### config.mk
export PLATFORM = sky130hd
export DESIGN_NAME = rob_wb_arbiter_flat
export DESIGN_NICKNAME = d
export VERILOG_FILES = /design/src/rtl/rob_wb_arbiter_if.sv /design/src/rtl/rob_wb_arbiter.sv /design/src/flat_wrapper.sv
export SDC_FILE = /design/constraint.sdc
export NUM_CORES = 1
export LEC_CHECK = 0
export CAP_MARGIN = 0
export CORE_AREA = 2 2 121 123
export CTS_CLUSTER_DIAMETER = 120
export DETAILED_ROUTE_END_ITERATION = 8
export DIE_AREA = 0 0 123 125
export HOLD_SLACK_MARGIN = 0.1
export PLACE_DENSITY_LB_ADDON = 0.1
export SYNTH_ARGS = -nofsm -noshare
export SYNTH_HDL_FRONTEND = slang
export SYNTH_SLANG_ARGS = --single-unit
### constraint.sdc
create_clock -name clk_i -period 7.8 [get_ports clk_i]
set_input_delay 0.78 -clock clk_i [delete_from_list [all_inputs] [get_ports clk_i]]
set_output_delay 0.78 -clock clk_i [all_outputs]
set_load 0.005 [all_outputs]
### src/rtl/rob_wb_arbiter_if.sv
// rtl/rob_wb_arbiter_if.sv - functional-unit result requests and ROB writeback bundle
interface rob_wb_arbiter_if #(
    parameter int NUM_REQ  = 3,
    parameter int ROB_SIZE = 8
);
    localparam int IDX_W = $clog2(ROB_SIZE);
    localparam int SRC_W = $clog2(NUM_REQ);

    logic [NUM_REQ-1:0]       req_valid_i;
    logic [NUM_REQ-1:0]       req_ready_o;
    logic [NUM_REQ*IDX_W-1:0] req_rob_idx_i;
    logic [NUM_REQ*32-1:0]    req_result_i;
    logic [NUM_REQ*32-1:0]    req_new_pc_i;
    logic [NUM_REQ-1:0]       req_branch_taken_i;

    logic                     wb_valid_o;
    logic [IDX_W-1:0]         wb_rob_idx_o;
    logic [31:0]              wb_result_o;
    logic [31:0]              wb_new_pc_o;
    logic                     wb_branch_taken_o;
    logic [SRC_W-1:0]         wb_src_o;

    modport master (
        output req_valid_i, req_rob_idx_i, req_result_i, req_new_pc_i, req_branch_taken_i,
        input  req_ready_o,
        input  wb_valid_o, wb_rob_idx_o, wb_result_o, wb_new_pc_o, wb_branch_taken_o, wb_src_o
    );

    modport slave (
        input  req_valid_i, req_rob_idx_i, req_result_i, req_new_pc_i, req_branch_taken_i,
        output req_ready_o,
        output wb_valid_o, wb_rob_idx_o, wb_result_o, wb_new_pc_o, wb_branch_taken_o, wb_src_o
    );
endinterface

### src/rtl/rob_wb_arbiter.sv
// rtl/rob_wb_arbiter.sv - oldest-first arbiter for the ROB single writeback port
module rob_wb_arbiter #(
    parameter int NUM_REQ  = 3,
    parameter int ROB_SIZE = 8
) (
    input  logic                         clk_i,
    input  logic                         rstn_i,
    input  logic                         flush_i,
    input  logic [$clog2(ROB_SIZE)-1:0]  rob_head_i,
    rob_wb_arbiter_if.slave              bus,
    output logic [15:0]                  conflict_cnt_o
);
    localparam int IDX_W = $clog2(ROB_SIZE);
    localparam int SRC_W = $clog2(NUM_REQ);
    localparam int PC_W  = $clog2(NUM_REQ + 1);

    typedef enum logic {RUN = 1'b0, HOLD = 1'b1} state_t;

    state_t           state, state_nxt;
    logic             grant_en;
    logic             found;
    logic [SRC_W-1:0] sel;
    logic [IDX_W-1:0] best_age;
    logic [IDX_W-1:0] age_k;
    logic [PC_W-1:0]  pop;

    always_ff @(posedge clk_i or negedge rstn_i) begin
        if (!rstn_i) state <= RUN;
        else         state <= state_nxt;
    end

    always_comb begin
        state_nxt = state;
        case (state)
            RUN:     if (flush_i) state_nxt = HOLD;
            HOLD:    state_nxt = RUN;
            default: state_nxt = RUN;
        endcase
    end

    // Reset gates grants too, so every output reads 0 while rstn_i is low.
    always_comb begin
        grant_en = rstn_i && (state == RUN) && !flush_i;
    end

    // Strict less-than keeps the lowest unit on an age tie.
    always_comb begin
        found    = 1'b0;
        sel      = '0;
        best_age = '0;
        age_k    = '0;
        pop      = '0;
        for (int k = 0; k < NUM_REQ; k++) begin
            age_k = bus.req_rob_idx_i[k*IDX_W +: IDX_W] - rob_head_i;
            if (bus.req_valid_i[k]) begin
                pop = pop + PC_W'(1);
                if (!found || age_k < best_age) begin
                    found    = 1'b1;
                    sel      = SRC_W'(k);
                    best_age = age_k;
                end
            end
        end
    end

    always_comb begin
        bus.req_ready_o = '0;
        for (int k = 0; k < NUM_REQ; k++) begin
            bus.req_ready_o[k] = grant_en && found && (sel == SRC_W'(k));
        end
    end

    always_ff @(posedge clk_i or negedge rstn_i) begin
        if (!rstn_i) begin
            bus.wb_valid_o        <= 1'b0;
            bus.wb_rob_idx_o      <= '0;
            bus.wb_result_o       <= '0;
            bus.wb_new_pc_o       <= '0;
            bus.wb_branch_taken_o <= 1'b0;
            bus.wb_src_o          <= '0;
        end else if (state == RUN && flush_i) begin
            bus.wb_valid_o        <= 1'b0;
            bus.wb_rob_idx_o      <= '0;
            bus.wb_result_o       <= '0;
            bus.wb_new_pc_o       <= '0;
            bus.wb_branch_taken_o <= 1'b0;
            bus.wb_src_o          <= '0;
        end else if (grant_en && found) begin
            bus.wb_valid_o        <= 1'b1;
            bus.wb_rob_idx_o      <= bus.req_rob_idx_i[sel*IDX_W +: IDX_W];
            bus.wb_result_o       <= bus.req_result_i[sel*32 +: 32];
            bus.wb_new_pc_o       <= bus.req_new_pc_i[sel*32 +: 32];
            bus.wb_branch_taken_o <= bus.req_branch_taken_i[sel];
            bus.wb_src_o          <= sel;
        end else begin
            bus.wb_valid_o        <= 1'b0;
        end
    end

    always_ff @(posedge clk_i or negedge rstn_i) begin
        if (!rstn_i) begin
            conflict_cnt_o <= '0;
        end else if (state == RUN && !flush_i && pop >= PC_W'(2) && conflict_cnt_o != 16'hFFFF) begin
            conflict_cnt_o <= conflict_cnt_o + 16'd1;
        end
    end
endmodule

### src/flat_wrapper.sv
// flat-port wrapper written by rule: the top's interface ports become plain ports
module rob_wb_arbiter_flat 
#(
    parameter int NUM_REQ  = 3,
    parameter int ROB_SIZE = 8
)
  (clk_i, rstn_i, flush_i, rob_head_i, conflict_cnt_o, bus_req_valid_i, bus_req_rob_idx_i, bus_req_result_i, bus_req_new_pc_i, bus_req_branch_taken_i, bus_req_ready_o, bus_wb_valid_o, bus_wb_rob_idx_o, bus_wb_result_o, bus_wb_new_pc_o, bus_wb_branch_taken_o, bus_wb_src_o);
  rob_wb_arbiter_if #(.NUM_REQ(NUM_REQ), .ROB_SIZE(ROB_SIZE)) bus_i ();
  input  logic clk_i;
  input  logic rstn_i;
  input  logic flush_i;
  input  logic [$clog2(ROB_SIZE)-1:0] rob_head_i;
  output logic [15:0] conflict_cnt_o;
  input wire logic [$bits(bus_i.req_valid_i)-1:0] bus_req_valid_i;
  input wire logic [$bits(bus_i.req_rob_idx_i)-1:0] bus_req_rob_idx_i;
  input wire logic [$bits(bus_i.req_result_i)-1:0] bus_req_result_i;
  input wire logic [$bits(bus_i.req_new_pc_i)-1:0] bus_req_new_pc_i;
  input wire logic [$bits(bus_i.req_branch_taken_i)-1:0] bus_req_branch_taken_i;
  output wire logic [$bits(bus_i.req_ready_o)-1:0] bus_req_ready_o;
  output wire logic [$bits(bus_i.wb_valid_o)-1:0] bus_wb_valid_o;
  output wire logic [$bits(bus_i.wb_rob_idx_o)-1:0] bus_wb_rob_idx_o;
  output wire logic [$bits(bus_i.wb_result_o)-1:0] bus_wb_result_o;
  output wire logic [$bits(bus_i.wb_new_pc_o)-1:0] bus_wb_new_pc_o;
  output wire logic [$bits(bus_i.wb_branch_taken_o)-1:0] bus_wb_branch_taken_o;
  output wire logic [$bits(bus_i.wb_src_o)-1:0] bus_wb_src_o;
  assign bus_i.req_valid_i = bus_req_valid_i;
  assign bus_i.req_rob_idx_i = bus_req_rob_idx_i;
  assign bus_i.req_result_i = bus_req_result_i;
  assign bus_i.req_new_pc_i = bus_req_new_pc_i;
  assign bus_i.req_branch_taken_i = bus_req_branch_taken_i;
  assign bus_req_ready_o = bus_i.req_ready_o;
  assign bus_wb_valid_o = bus_i.wb_valid_o;
  assign bus_wb_rob_idx_o = bus_i.wb_rob_idx_o;
  assign bus_wb_result_o = bus_i.wb_result_o;
  assign bus_wb_new_pc_o = bus_i.wb_new_pc_o;
  assign bus_wb_branch_taken_o = bus_i.wb_branch_taken_o;
  assign bus_wb_src_o = bus_i.wb_src_o;
  rob_wb_arbiter #(.NUM_REQ(NUM_REQ), .ROB_SIZE(ROB_SIZE)) u_core (.clk_i(clk_i), .rstn_i(rstn_i), .flush_i(flush_i), .rob_head_i(rob_head_i), .bus(bus_i), .conflict_cnt_o(conflict_cnt_o));
endmodule
* Word level (Yosys, flattened, before mapping) *
Cells that the tools add are included.

word-level totals
  flip-flop bits (word level) = 88
  output and inout port bits = 90
  input port bits = 213
  logic and storage cells = 74

operators by class
  $mul = 1
  bitwise gates (word level) = 1
  eq/ne operators = 3
  reduce and logical (&&, ||, !) cells = 17
  magnitude comparators = 4
  add/sub/neg operators = 6
  mux-type cells = 31
  shift operators = 3

operator list
  kind                                                                    number
  96-bit by 8-bit variable part select with 32-bit output                 2
  32-bit 2-to-1 mux                                                       4
  16-bit by 1-bit adder with 16-bit output (second input constant)        1
  16-bit inequality test (second input constant)                          1
  3-bit 2-to-1 mux                                                        5
  2-bit 2-to-1 mux                                                        7
  1-bit 2-to-1 mux                                                        13
  1-bit logical AND                                                       10
  9-bit by 5-bit variable part select with 3-bit output                   1
  3-bit subtractor                                                        3
  3-bit < comparator                                                      2
  2-bit by 2-bit multiplier with 4-bit output (second input constant)     1
  1-bit zero test                                                         3
  2-bit by 3-bit < comparator with 1-bit output (second input constant)   1
  1-bit by 1-bit adder with 2-bit output (second input constant)          1
  2-bit by 1-bit adder with 2-bit output (second input constant)          1
  1-bit binary-select mux with 2-bit select                               1
  2-bit by 1-bit equality test with 1-bit output (second input constant)  1
  2-bit equality test (second input constant)                             1
  2-bit >= comparator (second input constant)                             1
  2-bit zero test                                                         1
  1-bit logical OR                                                        2
  1-bit case mux with 2 select lines                                      1
  2-bit nonzero test                                                      1
  1-bit NOT                                                               1

* Depth between registers and ports, before layout *
  word-level depth = 14
  gate-level depth with buffers = 23
  gate-level depth less buffers = 18

* Worst setup path before layout *
Ideal clock, no wire load.

  kind = input to output
  from = in bus_req_rob_idx_i[3]
  to = out bus_req_ready_o[0]
  arrival time = 4.316 ns
  cell stages on the path = 22
  buffers on the path = 4
  data required time = 7.020 ns
  path slack = 2.704 ns
  path through = inv_1 > ha_1 > inv_1 > fa_1 > xor2_1 > xnor2_1 > ha_1 > o21ai_1 > and2_0 > clkbuf_1 > nor2_1 > buf_2 > nand2_1 > o21ai_0 > ha_1 > nand2_1 > nor3b_1 > a21boi_1 > buf_6 > o31ai_1 > buf_2 > nor2_1

between the ends
  word-level cells in the longest chain between the ends = 11

ends and longest elaborated chain
  what                                                   RTL line              text
  start, declared                                        flat_wrapper.sv:15    input wire logic [$bits(bus_i.req_rob_idx_i)-1:0] bus_req_rob_idx_i;
  3-bit subtractor *                                     rob_wb_arbiter.sv:54  age_k = bus.req_rob_idx_i[k*IDX_W +: IDX_W] - rob_head_i;
  3-bit < comparator                                     rob_wb_arbiter.sv:57  if (!found || age_k < best_age) begin
  1-bit logical OR                                       rob_wb_arbiter.sv:57
  3-bit 2-to-1 mux or 1-bit 2-to-1 mux (tied branches)   rob_wb_arbiter.sv:57
  3-bit 2-to-1 mux or 1-bit 2-to-1 mux (tied branches)   rob_wb_arbiter.sv:55  if (bus.req_valid_i[k]) begin
  3-bit < comparator or 1-bit zero test (tied branches)  rob_wb_arbiter.sv:57
  1-bit logical OR                                       rob_wb_arbiter.sv:57
  2-bit 2-to-1 mux or 1-bit 2-to-1 mux (tied branches)   rob_wb_arbiter.sv:57
  2-bit 2-to-1 mux or 1-bit 2-to-1 mux (tied branches)   rob_wb_arbiter.sv:55
  2-bit zero test or 1-bit logical AND (tied branches)   rob_wb_arbiter.sv:69  bus.req_ready_o[k] = grant_en && found && (sel == SRC_W'(k));
  1-bit logical AND *                                    rob_wb_arbiter.sv:69
  end, declared                                          flat_wrapper.sv:19    output wire logic [$bits(bus_i.req_ready_o)-1:0] bus_req_ready_o;

Every way passes the cells marked *; elsewhere a longest branch is shown, timed or not.

* Worst setup path after layout *
  from = in rob_head_i[0]
  to = out bus_req_ready_o[0]

between the ends
  word-level cells in the longest chain between the ends = 12

ends and longest elaborated chain
  what                                                   RTL line              text
  start, declared                                        flat_wrapper.sv:12    input logic [$clog2(ROB_SIZE)-1:0] rob_head_i;
  3-bit subtractor                                       rob_wb_arbiter.sv:54
  3-bit 2-to-1 mux                                       rob_wb_arbiter.sv:55
  3-bit < comparator                                     rob_wb_arbiter.sv:57
  1-bit logical OR                                       rob_wb_arbiter.sv:57
  3-bit 2-to-1 mux or 1-bit 2-to-1 mux (tied branches)   rob_wb_arbiter.sv:57
  3-bit 2-to-1 mux or 1-bit 2-to-1 mux (tied branches)   rob_wb_arbiter.sv:55
  3-bit < comparator or 1-bit zero test (tied branches)  rob_wb_arbiter.sv:57
  1-bit logical OR                                       rob_wb_arbiter.sv:57
  2-bit 2-to-1 mux or 1-bit 2-to-1 mux (tied branches)   rob_wb_arbiter.sv:57
  2-bit 2-to-1 mux or 1-bit 2-to-1 mux (tied branches)   rob_wb_arbiter.sv:55
  2-bit zero test or 1-bit logical AND (tied branches)   rob_wb_arbiter.sv:69
  1-bit logical AND *                                    rob_wb_arbiter.sv:69

Marked as above.

==> flow_metrics.tcl <==
set metrics [dict create \
    yosys-top-cells-count "nand2_1 (95), dfrtp_1 (88), nand3_1 (62), o21ai_0 (62), nor4_1 (58)" \
    dp_worst_setup_slack_ns 0.979 \
    hp-class "in2async" \
    row_count 44 \
    synth_largest_area_cell "dfrtp_1" \
    synth_most_common_cell "nand2_1" \
    rr_startpoint "u_core.state" \
    netlist_area_um2 6180 \
    status "completed" \
    cap_viol_max_count 0 \
    clkLatencyLatePin_ns 0.35 \
    routabilityCongestion 0.900 \
    synth_cell_types 51 \
    fill_cells 1139 \
    ir_drop_mv 0.117 \
    ys_async_sr_fraction_pct 100 \
    io_pins 303 \
    hold_buffers 0 \
    synth_flop_cell "dfrtp_1" \
    io_buffers 302 \
    routed_via_density 6.12 \
    post_cts.repair.setup_buffers 0 \
    synth_edf_count 0 \
    route.antenna.remaining_nets 0 \
    fp.dieW_um 123 \
    overflow 0 \
    period_minus_slack_ns 6.82 \
    rsz0062_at_grt "false" \
    final_nets 1158 \
    antennaDiodeCount 0 \
    max_freq_ghz 0.147 \
    cts_root_buf "clkbuf_16" \
    drtIter0Drc 566 \
    drc_errors 0 \
    cts_tree "done" \
    power_w 0.00186 \
    gr-usage-all-layers_pct 28.3 \
    postSynthCellCount 693 \
    multi_input_area_um2 3560 \
    tns_ns 0 \
    finalWorstSetupSlack_ns 0.977 \
    synth_warnings 0 \
    crit_path_start_kind "input port" \
    vias 6868 \
    grt_pass1_vias 6869 \
    dieArea_um2 15400 \
    path_class "in2out" \
    cts.sinks 88 \
    start_util_pct 43.5 \
    synthTopCellsByArea "dfrtp_1 (36%), o311a_1 (9.2%), o31ai_2 (7.5%)" \
    syn_area_per_cell_um2 8.92 \
    pwr_density_cell_nw_per_um2 197 \
    drive_above_1_share_pct 8.00 \
    routed_wirelength_um 22700 \
    grt_pass1_wl_um 34700 \
    critPathRequiredTime_ns 7.02 \
    post_cts_resized 0 \
    seq_area_um2 2200 \
    min_period_over_period_pct 87.5 \
    finClkSkew_ns 0.00816 \
    maxSlewViolCount 0 \
    yosys.area.top_type_share_pct 35.6 \
    max-slew-margin-rel_pct 11.1 \
    finalHoldWorstSlack_ns 0.422 \
    synthToLayoutAreaGrowth_pct 52.8 \
    p_leak_nw 3.72 \
    startpoint "rob_head_i[0]" \
    grt_max_degree 126 \
    core-area_um2 14200 \
    hold_viol_final 0 \
    synth_seq_area_share_pct 35.6 \
    arrival_ns 6.04 \
    worstMarginPinSlew_ns 1.33 \
    clkSlewWorstSetupHoldPaths_ns 0.07 \
    dp.final_hpwl_um 14900 \
    path_max_fanout 12 \
    h-tree-depth 3 \
    first_pass_iters 6 \
    yosys_register_bits 88 \
    wl_per_cell_um 20.2 \
    syn_nets 917 \
    cts_buffers 9 \
    antenna_found_initial 0 \
    cts_buffer_depth 2 \
    setup_viol 0 \
    end_kind "output pin" \
    die_h_um 125 \
]
[stage by stage]
stage | instance area, µm² | cells | util, %
global route | 9450 | 1122 | 66.5
CTS | 9450 | 1122 | 66.5
floorplan | 6180 | 693 | -
global placement | 9130 | 1107 | 64.3
finish | 9450 | 1122 | 66.5
detailed placement | 9130 | 1107 | 64.3
[layer usage]
metal,vias up,wire length (µm),GRT usage (%)
met3,58,1900,6.34
met1,3312,8880,32.9
li1,3149,-,-
met2,349,11200,49.4
met4,0,674,12.2
met5,-,0,0
[layout make-up]
cell class                      instances  area share (%)
Inverter                               11           0.437
Tap cell                              184            2.44
Sequential cell                        88            23.3
Timing Repair Buffer                  313            32.9
Clock inverter                          5           0.874
Multi-Input combinational cell        511            37.7
Clock buffer                           10            2.42
[cells by family after synthesis]
| logic type | share of synthesized area (%) |
|---|---|
| buffers and inverters | 7.65 |
| AO/OA/AOI/OAI | 30.6 |
| flip-flops | 35.6 |
| adder cells (fa/ha/maj) | 2.59 |
| XOR/XNOR | 2.83 |
| multiplexers | 0.344 |
| AND/OR/NAND/NOR | 20.4 |
[path summary, 6_finish.rpt]
kind | end | slack, ns | cells past startpoint
setup / recovery | bus_req_ready_o[0] | 0.98 | 18
min in group clk_i | u_core.state | 0.47 | 1
max in group asynchronous | u_core.bus.wb_result_o[17] | 6.33 | 2
setup reg to reg | u_core.bus.wb_result_o[9] | 5.33 | 5
hold / removal | u_core.bus.wb_new_pc_o[1] | 0.42 | 1
hold reg to reg | u_core.state | 0.47 | 1
[state kept, by name, summed over array words and instances, names as in the netlist]
| register | flops |
|---|---|
| u_core.bus.wb_new_pc_o | 32 |
| u_core.bus.wb_result_o | 32 |
| u_core.conflict_cnt_o | 16 |
| u_core.bus.wb_rob_idx_o | 3 |
| u_core.bus.wb_src_o | 2 |
| u_core.bus.wb_branch_taken_o | 1 |
| u_core.bus.wb_valid_o | 1 |
| u_core.state | 1 |
[power breakdown]
part | switching [W] | internal, W | total [W]
clock | 0.000186 | 0.000280 | 0.000466
sequential | 0.0000465 | 0.000526 | 0.000572
combinational | 0.000418 | 0.000402 | 0.000820
[critical path: stages]
cell and delay (ns):
clkdlybuf4s50_1 0.51, ha_1 0.16, inv_1 0.05, fa_1 0.37, xor2_1 0.16, xnor2_1 0.19
ha_1 0.27, o21ai_1 0.11, and2_2 0.24, nor2_1 0.60, o21ai_0 0.18, ha_1 0.32
nand2_1 0.19, nor3b_1 0.10, a21boi_4 0.15, o31ai_1 1.06, nor2_1 0.08, clkdlybuf4s50_1 0.51
[cell usage in the layout, fill, tap and decap left out, drive strengths merged, types with 2 or more instances in the layout]
master         synthesis  routed
nor4                  58      58
o21a                   2       2
nand2b                 2       2
and2                   2       2
o21ai                 75      75
a21boi                 2       2
and4                   2       2
bufinv                 0       2
nand3                 62      62
nand2                 95      95
dfrtp                 88      88
nor3b                  2       2
o311a                 57      57
and3                   3       3
inv                   11      11
a21oi                  4       4
clkbuf                48      10
o22ai                 10      10
o31ai                 59      59
a311oi                 2       2
buf                   35      12
ha                     8       8
fa                     3       3
xor2                   5       5
xnor2                 15      15
clkinv                 0       3
nor2                   9       9
nor2b                  4       4
o41a                  11      11
nor3                   4       4
clkdlybuf4s50          0     301
nand4                  5       5
No activity file was read; power rests on OpenSTA's default activity.
